<file path="src/rtl/adder_result_accumulator.sv">
// Frame accumulator behind the 4-bit ripple-carry adder: sums NUM_TERMS {Cout,Sum}
// terms into Total and presents the frame on a valid/ready output with a sticky overflow.
module adder_result_accumulator #(
    parameter int ACC_WIDTH = 8,
    parameter int NUM_TERMS = 4,
    parameter int CNT_W     = 3
) (
    input  logic                 clk,
    input  logic                 rst_n,
    input  logic                 in_valid,
    output logic                 in_ready,
    input  logic [3:0]           Sum,
    input  logic                 Cout,
    input  logic                 clear,
    output logic                 out_valid,
    input  logic                 out_ready,
    output logic [ACC_WIDTH-1:0] Total,
    output logic                 Ovf,
    output logic [CNT_W-1:0]     term_count
);

    typedef enum logic {
        ACCUM = 1'b0,
        HOLD  = 1'b1
    } state_t;

    state_t               state_reg, state_next;
    logic [ACC_WIDTH-1:0] total_reg, total_next;
    logic                 ovf_reg, ovf_next;
    logic [CNT_W-1:0]     count_reg, count_next;

    logic [ACC_WIDTH-1:0] term;
    logic [ACC_WIDTH:0]   sum_wide;
    logic                 accept;
    logic                 last_term;
    logic                 handshake;

    // The extra MSB of sum_wide is the carry out of the ACC_WIDTH-bit add.
    assign term      = ACC_WIDTH'({Cout, Sum});
    assign sum_wide  = {1'b0, total_reg} + {1'b0, term};

    assign in_ready  = (state_reg == ACCUM) && !clear;
    assign accept    = in_valid && in_ready;
    assign last_term = (count_reg == CNT_W'(NUM_TERMS - 1));
    assign handshake = (state_reg == HOLD) && out_ready;

    always_comb begin
        state_next = state_reg;
        total_next = total_reg;
        ovf_next   = ovf_reg;
        count_next = count_reg;

        if (clear) begin
            // Abort wins over both accept and the output handshake.
            state_next = ACCUM;
            total_next = '0;
            ovf_next   = 1'b0;
            count_next = '0;
        end else begin
            case (state_reg)
                ACCUM: begin
                    if (accept) begin
                        total_next = sum_wide[ACC_WIDTH-1:0];
                        ovf_next   = ovf_reg | sum_wide[ACC_WIDTH];
                        count_next = count_reg + CNT_W'(1);
                        if (last_term) begin
                            state_next = HOLD;
                        end
                    end
                end
                HOLD: begin
                    if (handshake) begin
                        state_next = ACCUM;
                        total_next = '0;
                        ovf_next   = 1'b0;
                        count_next = '0;
                    end
                end
                default: begin
                    state_next = ACCUM;
                    total_next = '0;
                    ovf_next   = 1'b0;
                    count_next = '0;
                end
            endcase
        end
    end

    always_ff @(posedge clk or negedge rst_n) begin
        if (!rst_n) begin
            state_reg <= ACCUM;
            total_reg <= '0;
            ovf_reg   <= 1'b0;
            count_reg <= '0;
        end else begin
            state_reg <= state_next;
            total_reg <= total_next;
            ovf_reg   <= ovf_next;
            count_reg <= count_next;
        end
    end

    assign out_valid  = (state_reg == HOLD);
    assign Total      = total_reg;
    assign Ovf        = ovf_reg;
    assign term_count = count_reg;

endmodule

</file>
<file path="config.mk">
export PLATFORM = sky130hd
export DESIGN_NAME = adder_result_accumulator
export DESIGN_NICKNAME = d
export VERILOG_FILES = /design/src/rtl/adder_result_accumulator.sv
export SDC_FILE = /design/constraint.sdc
export NUM_CORES = 1
export LEC_CHECK = 0
export CORE_ASPECT_RATIO = 0.75
export CORE_UTILIZATION = 38
export DETAILED_ROUTE_END_ITERATION = 10
export PLACE_DENSITY = 0.75
export SYNTH_ARGS = -nofsm -noshare
export SYNTH_HDL_FRONTEND = slang
export SYNTH_SLANG_ARGS = --single-unit
</file>
<file path="constraint.sdc">
create_clock -name clk -period 1.8 [get_ports clk]
set_input_delay 0.36 -clock clk [delete_from_list [all_inputs] [get_ports clk]]
set_output_delay 0.36 -clock clk [all_outputs]
set_load 0.1 [all_outputs]
</file>
Word-level counts from Yosys, hierarchy flattened
Index checks and enable logic that the tools add are counted.
{"block": "totals", "output_inout_bits": 14, "ff_bits": 13, "in_bits": 10, "word_cells": 33}
{"block": "op_classes", "n_eq_ne": 3, "bitwise_logic": 2, "n_mux": 17, "reduce_logical": 5, "addsub": 2}
{"op": "2-to-1 mux 8 bit", "n": 3}
{"op": "case mux 8 bit (2 select lines)", "n": 1}
{"op": "adder 8 x 5 -> 9 bit", "n": 1}
{"op": "2-to-1 mux 3 bit", "n": 3}
{"op": "2-to-1 mux 1 bit", "n": 7}
{"op": "case mux 3 bit (2 select lines)", "n": 1}
{"op": "case mux 1 bit (2 select lines)", "n": 2}
{"op": "adder 3 x 1 -> 3 bit, second input constant", "n": 1}
{"op": "equality test 3 x 2 -> 1 bit, second input constant", "n": 1}
{"op": "logical AND 1 bit", "n": 3}
{"op": "!= test 3 x 2 -> 1 bit, second input constant", "n": 1}
{"op": "!= test 3 bit, second input constant", "n": 1}
{"op": "AND reduction 2 bit", "n": 1}
{"op": "zero test 1 bit", "n": 1}
{"op": "NOT 1 bit", "n": 1}
{"op": "bitwise OR 1 bit", "n": 1}

Logic depth before layout (Yosys ltp)
Gate-level depths: netlist of the first run.
{"block": "depth", "depth_word": 6, "mapped_depth": 6, "ltp_nobuf": 6}

Least setup slack after synthesis of the first run
Ideal clock, no wire load.
{"block": "synth_path", "kind": "reg-to-reg", "start": "register state_reg, in the netlist out_valid", "end": "register total_reg[4], in the netlist Total[4]", "stages_incl_launch_ff": 4, "setup_time_ns": 0.071, "path_buffers": 0, "synth_period_minus_slack_ns": 2.820, "path_slack_ns": -1.020, "arrival_time_ns": 2.749, "path_cell_list": "dfrtp_1 -> nor2_1 -> and2_1 -> a32o_1"}
{"block": "synth_between", "elab_chain_cells": 5, "word_cells_on_any_way": 9}
{"element": "from (decl)", "line": "27", "source": "state_t state_reg, state_next;"}
{"element": "from (signal assigned)", "line": "96", "source": "state_reg <= state_next;"}
{"element": "NOT 1 bit"}
{"element": "logical AND 1 bit", "line": "42", "source": "assign in_ready = (state_reg == ACCUM) && !clear;"}
{"element": "via in_ready", "line": "11", "source": "output logic in_ready,"}
{"element": "logical AND 1 bit", "line": "43", "source": "assign accept = in_valid && in_ready;"}
{"element": "!= test 3 bit (no line)"}
{"element": "AND reduction 2 bit (no line)"}
{"element": "to (signal assigned)", "line": "97", "source": "total_reg <= total_next;"}
{"element": "to (decl)", "line": "28", "source": "logic [ACC_WIDTH-1:0] total_reg, total_next;"}
The timed path passes the listed nets, and every way through them passes these cells.
A chain may end at the register's enable or synchronous reset.

Worst setup path after layout of the first run
{"block": "layout_path", "start": "register total_reg[0], in the netlist Total[0]", "end": "register total_reg[6], in the netlist Total[6]"}
{"block": "layout_between", "elab_chain_cells": 4}
{"element": "adder 8 x 5 -> 9 bit", "line": "40", "source": "assign sum_wide = {1'b0, total_reg} + {1'b0, term};"}
{"element": "2-to-1 mux 8 bit", "line": "62", "source": "if (accept) begin"}
{"element": "case mux 8 bit (2 select lines)", "line": "60", "source": "case (state_reg)"}
{"element": "2-to-1 mux 8 bit", "line": "53", "source": "if (clear) begin"}
No other way between the ends. The select of a mux whose other input is x is not followed.

==> run metrics, run 1 <==
Worst Path Buf+Inv 1; Post-Synth Adder-Cell Area 13.9%; row cnt 13; worst relative slew slack 75.7%; num ports 24; Tightest Pin Transition 0.364 ns; dominant cell type by area after synthesis dfrtp_1; vias in the first global route roughly 740; clock slew at reported path FFs 0.08 ns; final setup margin -0.0546 ns; via/cell ratio approximately 5.7; total CTS buffers 3; Synth Area in Compound Gates 25.6%; synth-to-layout area growth 79.1%; TNS Setup -0.0891 ns; full die area approximately 2200 sq um; Post-Syn Area 773 sq um; nets 133; VDD IR-drop max 742 uV; via count 772; setup violators final 2; top cell type's share of synthesized area 42.1%; final core utilization 76.0%; number of clock sinks 13; Setup crit start Total[0]$_DFFE_PN0P_; Pwr Density 779 nW/um^2; run status finished with violations; largest stage delay on the critical path 0.50 ns; Synthesis Warnings 0; period utilisation layout 103%; cell family with most CP delay compound AO/OA/AOI/OAI gates; remaining global-route overflow 0; asr flop ratio synth 100%; CTS Root Cell clkbuf_4; sequential cell area fraction in the yosys report a little over two fifths; Routed WL per cell approximately 16 microns; GRT Util Overall 21.6%; largest net degree at the start of global routing 14; # fillers 136; Post-Route WL 2150 microns; RSZ-0062 raised after global routing true; Horiz. Die Dim 54.1 microns; Layout Skew ~0.0032 ns; Finished Layout Cells 136; Post-synth EDFFs 0; Initial Util 42.4%; Hold Slack between 0.3 and 0.4 ns; post-synthesis sequential element count 13; Final Cell Area ~1400 sq um; f_max 539 MHz; core area ~1800 sq um; Syn Nets 92; Avg Cell Area, Syn 10.4 sq um; most common cell in the synthesized netlist dfrtp_1; area post-placement 1320 sq um; remaining antenna violation count 0; Synth Area in Simple Gates 13.9%; DR pass1 iterations 4; Longest Clk Path Bufs 2; port bufs 23; CP Cell Sequence ha_4 -> fa_2 -> a21o_1 -> buf_6 -> a211oi_4 -> o21ai_1 -> a21oi_1; critical path's slowest cell dfrtp_4; initial drt markers 12; failing checks setup timing; RR Endpoint Total[6]$_DFFE_PN0P_; Synth top cells by count dfrtp_1 (13), nand2_1 (8), ha_1 (7); Leak Pwr between 0.5 and 0.6 nW; Hold Vio Cnt, Final 0; hold crit path type in2async; Critical Path RT 2.00 ns; # DRC 0; global-route wire length before repair 3210 microns; Synth Instances 74; Detailed Place HPWL roughly 1600 microns; min Tclk post-route between 1.5 and 2 ns; R2R setup slack -0.05 ns; Worst setup SP type flop; Worst Path Max Fanout 2; ys flop type dfrtp_1; dpl cells 130; crit path kind reg2reg; Post-Synth XOR/XNOR Area 2.27%; Max H-tree Level 1; worst skew pair latency 0.27 ns; layout cells sized above 1 45.6%; worst r2r src Total[0]$_DFFE_PN0P_; Slew Limit Fails 0; # diodes 0; critical path arrival 2.05 ns; routability-driven placement congestion ratio 0.915; path depth of the worst reg2reg path 7; mux share of post-synthesis cell area 1.29%; largest family of logic cells by synthesized area compound AO/OA/AOI/OAI gates; initial antenna violation count 0; Synth area leaders dfrtp_1 (42%), ha_1 (11%), a21oi_1 (3.9%); MaxCap Viol Count 0; Netlist cell types 29; Die Y 41.1 microns; Crit. End Element flop; CTS tree yes
report_power, final:
part	leakage [nW]	internal (mW)	total (mW)	switching [mW]
combinational	0.413	0.229	0.537	0.308
clock	0.0150	0.0859	0.183	0.0973
sequential	0.167	0.321	0.359	0.0384
layout make-up:
type | count | area [sq um] | share of cell area (%)
clock buffer | 4 | 26.3 | 1.90
tap | 22 | 27.5 | 1.99
multi-input combinational | 59 | 513 | 37.0
timing repair buffer | 36 | 470 | 34.0
sequential | 13 | 340 | 24.6
inverter | 2 | 7.51 | 0.542
sequential cells by signal (all words and copies together), names as in the netlist:
register / flops
Ovf: 1
Total: 8
term_count: 3
out_valid: 1
per-layer routing:
layer | track usage, % | wire [microns]
met5 | 0 | 0
met4 | 9.62 | 22
met3 | 5.19 | 149
met2 | 37.0 | 1040
met1 | 26.3 | 938
kinds of logic (layout without fill, tap and decap cells):
group | count (synthesis) | after routing
fa+ha+maj | 8 | 8
flops | 13 | 13
simple gates | 21 | 21
compound gates | 27 | 27
xor+xnor | 2 | 2
mux | 1 | 1
buf+inv | 2 | 42
worst register-to-register path, stage by stage, from the launching register on:
cell      delay (ns)
dfrtp_4         0.50
ha_4            0.17
fa_2            0.33
a21o_1          0.19
buf_6           0.13
a211oi_4        0.22
o21ai_1         0.10
a21oi_1         0.14
worst max path at each step:
stage / endpoint / slack (ns) / depth (start not counted)
6_report: Total[6]$_DFFE_PN0P_ / -0.05 / 7
5_1_grt: Total[6]$_DFFE_PN0P_ / -0.14 / 7
4_1_cts: Total[6]$_DFFE_PN0P_ / -0.05 / 7
3_5_place_dp: Total[6]$_DFFE_PN0P_ / -0.46 / 8
3_3_place_gp: Total[4]$_DFFE_PN0P_ / -0.35 / 6
2_1_floorplan: Total[4]$_DFFE_PN0P_ / -0.21 / 5
metrics by stage:
| stage | power, mW | setup slack, ns |
|---|---|---|
| after floorplan | 0.652 | -0.214 |
| after global placement | 0.857 | -0.353 |
| after detailed placement | 0.872 | -0.460 |
| after CTS | 1.06 | -0.0544 |
| after global routing | 1.13 | -0.140 |
| final | 1.08 | -0.0546 |
layout by cell type (no fill, tap or decap), types with 2 or more instances in the layout:
cell type,count
and2_2,2
a21oi_1,6
dfrtp_1,7
o21ai_1,2
a21o_1,2
clkbuf_4,3
inv_1,2
o21ai_0,3
buf_12,14
dfrtp_2,3
nand2_1,8
dfrtp_4,3
ha_4,3
ha_1,4
clkdlybuf4s50_1,8
a22o_1,3
nor2_1,3
buf_4,12
what timing repair did:
item | in CTS | in global routing
setup endpoints to repair | 2 | 4
gates resized for setup | 2 | 6
buffers inserted | 1 | 1
pin swaps | 1 | 0
hold buffers | 0 | 0
Power figures use the tool's default switching activity.
==> inputs of run 2 (changes only) <==
--- a/config.mk
+++ b/config.mk
@@ -8,6 +8,7 @@
 export CORE_ASPECT_RATIO = 0.75
 export CORE_UTILIZATION = 38
 export DETAILED_ROUTE_END_ITERATION = 10
+export GPL_TIMING_DRIVEN = 0
 export PLACE_DENSITY = 0.75
 export SYNTH_ARGS = -nofsm -noshare
 export SYNTH_HDL_FRONTEND = slang
==> run metrics, run 2 (synthesized netlist as in run 1, its figures left out) <==
run status finished with violations; failing checks setup timing; remaining global-route overflow 0; worst relative slew slack around three fifths; final core utilization 63.3%; CTS Root Cell clkbuf_4; min Tclk post-route 1.82 ns; Hold Slack 0.463 ns; Critical Path RT 1.97 ns; GR Layer Usage met3 7.04%; Pwr Density ~800 nW/um^2; full die area 2220 sq um; num ports 24; f_max 548 MHz; Final Cell Area 1150 sq um; Hold Vio Cnt, Final 0; Worst Path Max Fanout 3; Finished Layout Cells about 130; row cnt 13; remaining antenna violation count 0; nets 122; period utilisation layout 101%; Worst setup SP type flop; GRT busiest layer met2; initial drt markers 15; via/cell ratio 5.45; Die Y 41.1 microns; Detailed Place HPWL between 1000 and 1500 microns; met1 usage 22.3%; largest stage delay on the critical path approximately 0.5 ns; MaxCap Viol Count 0; Max H-tree Level 1; Longest Clk Path Bufs 2; Horiz. Die Dim between 50 and 60 microns; final setup margin -0.0243 ns; Crit. End Element flop; most frequent cells in the layout clkdlybuf4s15_2 (13), nand2_1 (8), clkdlybuf4s50_1 (8), dfrtp_1 (7), a21oi_1 (6); routability-driven placement congestion ratio 0.798; setup violators final 1; cell family with most CP delay compound AO/OA/AOI/OAI gates; dpl cells 119; # DRC 0; Hold Buf Count CTS 0; area post-placement around 1100 sq um; critical path's slowest cell dfrtp_4; Total Power 0.937 mW; global-route wire length before repair around 2500 microns; vias in the first global route between 500 and 600; via count 681; GRT Util Overall 17.3%; largest net degree at the start of global routing 14; Post-Route WL 1690 microns; worst skew pair latency 0.27 ns; CTS tree yes; initial antenna violation count 0; layout cells sized above 1 37.9%; Tightest Pin Transition roughly 0.6 ns; Routed WL per cell about 13 microns; total CTS buffers 3; Slew Limit Fails 0; crit path kind reg2reg; clock slew at reported path FFs 0.08 ns; CP Cell Sequence ha_4 -> fa_2 -> a21o_1 -> a211o_2 -> a32o_1; hold crit path type in2async; port bufs 23; Leak Pwr 0.472 nW; max reg flops 8; RSZ-0062 raised after global routing true; critical path arrival 1.99 ns; TNS Setup -0.0243 ns; VDD IR-drop max approximately 600 uV; DR pass1 iterations 2; Layout Skew ~0.0018 ns; Initial Util 42.4%; GR Util met2 about a quarter; synth-to-layout area growth 49.0%; core area 1820 sq um; Worst Path Buf+Inv 0; commonest non-fill, non-tap cell in the layout clkdlybuf4s15_2; number of clock sinks 13; pre-CTS setup slack -0.705 ns; # diodes 0
[run 2: cell types whose count changed in the layout (fill, tap and decap cells not counted)]
cell	before	now
xor2_1	1	2
o21ai_1	2	0
o21ai_0	3	5
a211oi_1	1	2
xor2_2	1	0
buf_4	12	2
clkdlybuf4s15_2	0	13
a211oi_4	1	0
clkbuf_4	3	4
buf_12	14	0
buf_6	1	0
[run 2: repair_timing]
action                                  CTS  global route
resized for setup                        46             1
cloned                                    0             0
setup buffers                             2             0
endpoints found under the setup margin   16             3
pin swaps                                 5             2
endpoints found under the hold margin     0             0
[run 2: routing by layer]
metal	up-vias	wire, microns
met5	-	0
met4	0	11
met3	2	89
met2	19	741
met1	322	845
li1	338	-
[run 2: layout make-up]
cell class,count,area (sq um)
Inverter,2,7.51
Fill cell,155,669
Clock buffer,4,26.3
Timing Repair Buffer,25,258
Sequential cell,13,340
Tap cell,22,27.5
Multi-Input combinational cell,59,493
[run 2: worst paths after layout]
| kind | startpoint | end | slack (ns) | depth (start not counted) |
|---|---|---|---|---|
| worst max-delay path | Total[0]$_DFFE_PN0P_ | Total[4]$_DFFE_PN0P_ | -0.02 | 5 |
| worst min-delay path | rst_n | Total[0]$_DFFE_PN0P_ | 0.46 | 1 |
| worst max register to register | Total[0]$_DFFE_PN0P_ | Total[4]$_DFFE_PN0P_ | -0.02 | 5 |
| worst min register to register | Total[2]$_DFFE_PN0P_ | Total[2]$_DFFE_PN0P_ | 0.51 | 2 |
| max in group asynchronous | rst_n | Total[4]$_DFFE_PN0P_ | 0.89 | 1 |
| min in group clk | Total[2]$_DFFE_PN0P_ | Total[2]$_DFFE_PN0P_ | 0.51 | 2 |
[run 2: power breakdown]
part	switching, mW	leakage [nW]	internal [mW]
Combinational	0.278	0.290	0.132
Sequential	0.0251	0.167	0.321
Clock	0.0948	0.0150	0.0859
